**config.mk**
```make
export PLATFORM = sky130hd
export DESIGN_NAME = axi_burst_bridge
export DESIGN_NICKNAME = d
export VERILOG_FILES = /design/src/rtl/axi_burst_bridge.sv
export SDC_FILE = /design/constraint.sdc
export NUM_CORES = 1
export LEC_CHECK = 0
export ABC_AREA = 1
export ABC_CLOCK_PERIOD_IN_PS = 3370
export CORE_AREA = 2 2 145 147
export DETAILED_ROUTE_END_ITERATION = 12
export DIE_AREA = 0 0 147 149
export GPL_TIMING_DRIVEN = 0
export REMOVE_ABC_BUFFERS = 1
export SETUP_SLACK_MARGIN = 0.15
export SYNTH_ARGS = -nofsm -noshare
export SYNTH_HDL_FRONTEND = slang
export SYNTH_SLANG_ARGS = --single-unit
```
**constraint.sdc**
```tcl
create_clock -name aclk -period 3.37 [get_ports aclk]
set_input_delay 0.674 -clock aclk [delete_from_list [all_inputs] [get_ports aclk]]
set_output_delay 0.674 -clock aclk [all_outputs]
set_load 0.01 [all_outputs]
```
**src/rtl/axi_burst_bridge.sv**
```systemverilog
// Converts cache refill/writeback requests into single-outstanding AXI4 INCR bursts.
// Optional macro FURINA_AXI_RESP_ERR_EN enables the sticky bus_err flag on non-OKAY responses.
module axi_burst_bridge #(
  parameter int          ADDR_W = 32,
  parameter int          DATA_W = 32,
  parameter int          ID_W   = 4,
  parameter int unsigned RD_ID  = 0,
  parameter int unsigned WR_ID  = 1
) (
  input  logic                  aclk,
  input  logic                  aresetn,
  // refill request / response
  input  logic                  rd_req_valid,
  output logic                  rd_req_ready,
  input  logic [ADDR_W-1:0]     rd_req_addr,
  input  logic [7:0]            rd_req_len,
  output logic                  rd_rsp_valid,
  input  logic                  rd_rsp_ready,
  output logic [DATA_W-1:0]     rd_rsp_data,
  output logic                  rd_rsp_last,
  // writeback request / data
  input  logic                  wr_req_valid,
  output logic                  wr_req_ready,
  input  logic [ADDR_W-1:0]     wr_req_addr,
  input  logic [7:0]            wr_req_len,
  input  logic                  wr_data_valid,
  output logic                  wr_data_ready,
  input  logic [DATA_W-1:0]     wr_data,
  input  logic [DATA_W/8-1:0]   wr_strb,
  output logic                  wr_done,
  output logic                  bus_err,
  // AXI AR
  output logic [ID_W-1:0]       arid,
  output logic [ADDR_W-1:0]     araddr,
  output logic [7:0]            arlen,
  output logic [2:0]            arsize,
  output logic [1:0]            arburst,
  output logic [1:0]            arlock,
  output logic [3:0]            arcache,
  output logic [2:0]            arprot,
  output logic                  arvalid,
  input  logic                  arready,
  // AXI R
  input  logic [ID_W-1:0]       rid,
  input  logic [DATA_W-1:0]     rdata,
  input  logic [1:0]            rresp,
  input  logic                  rlast,
  input  logic                  rvalid,
  output logic                  rready,
  // AXI AW
  output logic [ID_W-1:0]       awid,
  output logic [ADDR_W-1:0]     awaddr,
  output logic [7:0]            awlen,
  output logic [2:0]            awsize,
  output logic [1:0]            awburst,
  output logic [1:0]            awlock,
  output logic [3:0]            awcache,
  output logic [2:0]            awprot,
  output logic                  awvalid,
  input  logic                  awready,
  // AXI W
  output logic [ID_W-1:0]       wid,
  output logic [DATA_W-1:0]     wdata,
  output logic [DATA_W/8-1:0]   wstrb,
  output logic                  wlast,
  output logic                  wvalid,
  input  logic                  wready,
  // AXI B
  input  logic [ID_W-1:0]       bid,
  input  logic [1:0]            bresp,
  input  logic                  bvalid,
  output logic                  bready
);

  localparam logic [2:0] AXSIZE = 3'($clog2(DATA_W/8));

  typedef enum logic [1:0] {R_IDLE, R_AR, R_DATA} r_state_e;
  typedef enum logic [1:0] {W_IDLE, W_AW, W_DATA, W_RESP} w_state_e;

  r_state_e   r_state, r_next;
  w_state_e   w_state, w_next;
  logic [7:0] beat_cnt;

  assign arid    = ID_W'(RD_ID);
  assign arsize  = AXSIZE;
  assign arburst = 2'b01;
  assign arlock  = 2'b00;
  assign arcache = 4'b0000;
  assign arprot  = 3'b000;

  assign awid    = ID_W'(WR_ID);
  assign wid     = ID_W'(WR_ID);
  assign awsize  = AXSIZE;
  assign awburst = 2'b01;
  assign awlock  = 2'b00;
  assign awcache = 4'b0000;
  assign awprot  = 3'b000;

  assign rd_rsp_data = rdata;
  assign rd_rsp_last = rlast;
  assign wdata       = wr_data;
  assign wstrb       = wr_strb;

  // ---------------- read engine ----------------
  // NOTE: state registers use non-blocking (<=) so every flop samples pre-edge values.
  always_ff @(posedge aclk) begin
    if (!aresetn) begin
      r_state <= R_IDLE;
      araddr  <= '0;
      arlen   <= '0;
    end else begin
      r_state <= r_next;
      if (rd_req_valid && rd_req_ready) begin
        araddr <= rd_req_addr;
        arlen  <= rd_req_len;
      end
    end
  end

  // NOTE: every output gets a default before the case, so no path can infer a latch.
  always_comb begin
    r_next       = r_state;
    rd_req_ready = 1'b0;
    arvalid      = 1'b0;
    rd_rsp_valid = 1'b0;
    rready       = 1'b0;
    unique case (r_state)
      R_IDLE: begin
        rd_req_ready = 1'b1;
        if (rd_req_valid) r_next = R_AR;
      end
      R_AR: begin
        arvalid = 1'b1;
        if (arready) r_next = R_DATA;
      end
      R_DATA: begin
        rd_rsp_valid = rvalid;
        rready       = rd_rsp_ready;
        if (rvalid && rd_rsp_ready && rlast) r_next = R_IDLE;
      end
      default: r_next = R_IDLE;
    endcase
  end

  // ---------------- write engine ----------------
  always_ff @(posedge aclk) begin
    if (!aresetn) begin
      w_state  <= W_IDLE;
      awaddr   <= '0;
      awlen    <= '0;
      beat_cnt <= '0;
      wr_done  <= 1'b0;
    end else begin
      w_state <= w_next;
      wr_done <= bvalid && bready;
      if (wr_req_valid && wr_req_ready) begin
        awaddr   <= wr_req_addr;
        awlen    <= wr_req_len;
        beat_cnt <= '0;
      end else if (wvalid && wready) begin
        beat_cnt <= beat_cnt + 8'd1;
      end
    end
  end

  always_comb begin
    w_next        = w_state;
    wr_req_ready  = 1'b0;
    awvalid       = 1'b0;
    wvalid        = 1'b0;
    wr_data_ready = 1'b0;
    wlast         = 1'b0;
    bready        = 1'b0;
    unique case (w_state)
      W_IDLE: begin
        wr_req_ready = 1'b1;
        if (wr_req_valid) w_next = W_AW;
      end
      W_AW: begin
        awvalid = 1'b1;
        if (awready) w_next = W_DATA;
      end
      W_DATA: begin
        wvalid        = wr_data_valid;
        wr_data_ready = wready;
        wlast         = (beat_cnt == awlen);
        if (wr_data_valid && wready && wlast) w_next = W_RESP;
      end
      W_RESP: begin
        bready = 1'b1;
        if (bvalid) w_next = W_IDLE;
      end
      default: w_next = W_IDLE;
    endcase
  end

  // ---------------- response error flag ----------------
`ifdef FURINA_AXI_RESP_ERR_EN
  always_ff @(posedge aclk) begin
    if (!aresetn) begin
      bus_err <= 1'b0;
    end else if ((rvalid && rready && (rresp != 2'b00)) ||
                 (bvalid && bready && (bresp != 2'b00))) begin
      bus_err <= 1'b1;
    end
  end

  logic unused_ids;
  assign unused_ids = ^{rid, bid};
`else
  assign bus_err = 1'b0;

  logic unused_rsp;
  assign unused_rsp = ^{rid, bid, rresp, bresp};
`endif

endmodule

```
==> results_dict.tcl <==
set metrics [dict create \
    syn_area_sq_mm 0.00435 \
    overflow 0 \
    final_util_pct 29.4 \
    fp.dieW_um 147 \
    worstMarginPinSlew_ns 0.797 \
    dpl.hpwl_um 12300 \
    hold_viol 0 \
    start_util_pct 21.1 \
    fin_ws_ns 0.633 \
    rsz0062_at_grt "false" \
    area_delta_synth_final_pct 39.2 \
    rows 53 \
    hp-start "araddr[28]$_SDFFE_PN0P_" \
    fp.coreArea_sq_mm 0.0206 \
    yosys_warnings 0 \
    antenna_found_initial 0 \
    setup_violations 0 \
    post_cts_resized 0 \
    synth_largest_area_cell "dfxtp_1" \
    critical_path_arrival_ns 2.98 \
    tns_ns 0 \
    io_buffer_count 183 \
    drtPass1Iterations 4 \
    setup.worst_path.start "wr_req_valid" \
    reg2reg_from "w_state[0]$_SDFFE_PN0P_" \
    ios 373 \
    cts_buffers 9 \
    multi_input_area_sq_mm 0.00161 \
    track_usage_pct 14.7 \
    diodes 0 \
    nNetsFinal 850 \
    worstRegToRegCells 8 \
    root_buffer "clkbuf_16" \
    vdd_drop_max_uv 243 \
    finalCriticalPeriod_ns 2.74 \
    synth_seq_area_share_pct 42.8 \
    path_max_fanout 44 \
    regArea_sq_mm 0.00186 \
    insertion_delay_ns 0.35 \
    cts_tree "built" \
    critical_path_class "in2reg" \
    ctsHoldBuffers 0 \
    syn_inst 574 \
    whs_ns 0.481 \
    synthTopCellsByArea "dfxtp_1 (43%), buf_4 (19%), nor2_1 (15%)" \
    die_h_um 149 \
    slew_violations 0 \
    cp.required_ns 3.61 \
    worstHoldPathType "reg2reg" \
    maxSlewHeadroom_pct 46.7 \
    syn_area_per_cell_sq_um 7.57 \
    ant_nets 0 \
    synth.top_cell.area_share_pct 42.8 \
    status "completed" \
    grt_start_max_net_pins 51 \
    clkTransAtPathRegs_ns 0.06 \
    r2r_end "beat_cnt[3]$_SDFFE_PP0P_" \
    hold_end "araddr[28]$_SDFFE_PN0P_" \
    filler_cell_count 2251 \
    skew_ns 0.00377 \
    timing.max_cap.violations 0 \
    ys_ff_latch 93 \
    wl_per_cell_um 17.2 \
    worstSetupStartpointType "input port" \
    synth.distinct_cells 25 \
    first_global_vias 3408 \
    p_leak_nw 2.42 \
    finalWirelength_um 16400 \
    die_area_sq_mm 0.0219 \
    powerDensity_mw_per_mm2 593 \
    min_path_cells 2 \
    post-route-period-util_pct 81.2 \
    cts_max_path_buffers 2 \
    grt_pass1_wl_um 22900 \
    end_kind "register" \
    drive_above_1_share_pct 3.83 \
    place_ws_ns 0.0611 \
    cts_sinks 93 \
    initialDrtViolationCount 188 \
    max_freq_mhz 365 \
    post_cts_buffers 0 \
    r2r_setup_slack_ns 0.71 \
    vias_per_cell 3.90 \
    via_count 3720 \
    h-tree-depth 3 \
    place.gp.congestion 0.725 \
    drc 0 \
]
==> worst max-delay path: stages <==
cell and delay, ns:
clkdlybuf4s50_1 0.50, nand2_2 0.45, inv_2 0.78, nor2_1 0.19
inv_1 0.21, a21oi_1 0.06, o21a_1 0.10
==> area by class of cell <==
cell class | instances | share of cell area, %
Clock buffer | 12 | 4.07
Clock inverter | 4 | 0.786
Inverter | 25 | 1.55
Multi-Input combinational cell | 360 | 26.6
Sequential cell | 93 | 30.8
Tap cell | 275 | 5.69
Timing Repair Buffer | 184 | 30.5
==> state kept, by name (all words and copies together), names as in the netlist <==
signal    cells
wr_done       1
beat_cnt      8
araddr       32
r_state       2
w_state       2
awlen         8
awaddr       32
arlen         8
==> cell usage in the layout (no fill, tap or decap), types with 2 or more instances in the layout <==
cell	count
inv_2	2
nor3_1	2
clkbuf_1	2
clkdlybuf4s50_1	182
dfxtp_1	93
ha_1	5
nand2_1	27
a21oi_1	11
clkinv_2	2
o21ai_0	82
inv_1	23
nand2_2	2
nor2_1	168
xor2_1	3
conb_1	41
nand3_1	4
clkbuf_16	9
xnor2_1	5
==> where the power goes <==
| part | leakage, nW | switching [mW] | internal [mW] |
|---|---|---|---|
| registers | 0.768 | 0.108 | 1.29 |
| logic | 1.51 | 0.577 | 0.587 |
| clock network | 0.143 | 0.431 | 0.594 |
| total | 2.42 | 1.12 | 2.47 |
==> worst max path at each step <==
stage	endpoint	slack [ns]	cells past startpoint
final	beat_cnt[3]$_SDFFE_PP0P_	0.63	7
after global routing	beat_cnt[3]$_SDFFE_PP0P_	0.35	8
after CTS	araddr[23]$_SDFFE_PN0P_	0.44	5
after detailed placement	araddr[23]$_SDFFE_PN0P_	0.06	5
after global placement	beat_cnt[3]$_SDFFE_PP0P_	-1.08	6
after floorplan	beat_cnt[3]$_SDFFE_PP0P_	0.91	8
==> synthesized netlist by cell type <==
library cell,instances
inv_1,25
conb_1,2
a21oi_1,11
a31oi_1,1
ha_1,5
dfxtp_1,93
o21a_1,1
clkbuf_1,16
o31ai_1,1
nor2_4,1
nand3_1,4
nor3_1,2
o22ai_1,1
nand2_1,29
nor3b_2,1
a31o_2,1
nor2_1,168
and3_2,1
o21ai_0,82
nand2_4,1
nor2_2,1
buf_4,110
xnor2_1,5
buf_2,9
xor2_1,3
==> per-layer routing <==
metal,GRT usage (%),share of wire [%],up-vias
li1,-,-,1840
met1,14.4,36,1594
met2,19.6,39,200
met3,8.75,14,84
met4,16.8,12,2
met5,4.32,0.41,-
==> cell families after synthesis <==
group / after synthesis / synth area share [%]
buffers and inverters: 160 / 23.6
and+or+nand+nor: 208 / 18.8
AOI/OAI and AO/OA: 98 / 11.5
DFF: 93 / 42.8
adders and majority gates: 5 / 1.44
other: 2 / 0.173
xor gates and xnor gates: 8 / 1.61
==> stage by stage <==
step                      area [sq um]  instances  power (mW)
final                             6050        953        3.59
after floorplan                   3560        478        1.94
after CTS                         6050        953        3.66
after global placement            5740        936        2.60
after detailed placement          5760        937        2.60
after global routing              6050        953        3.83
Note: power is estimated with default switching activity, not from simulation.
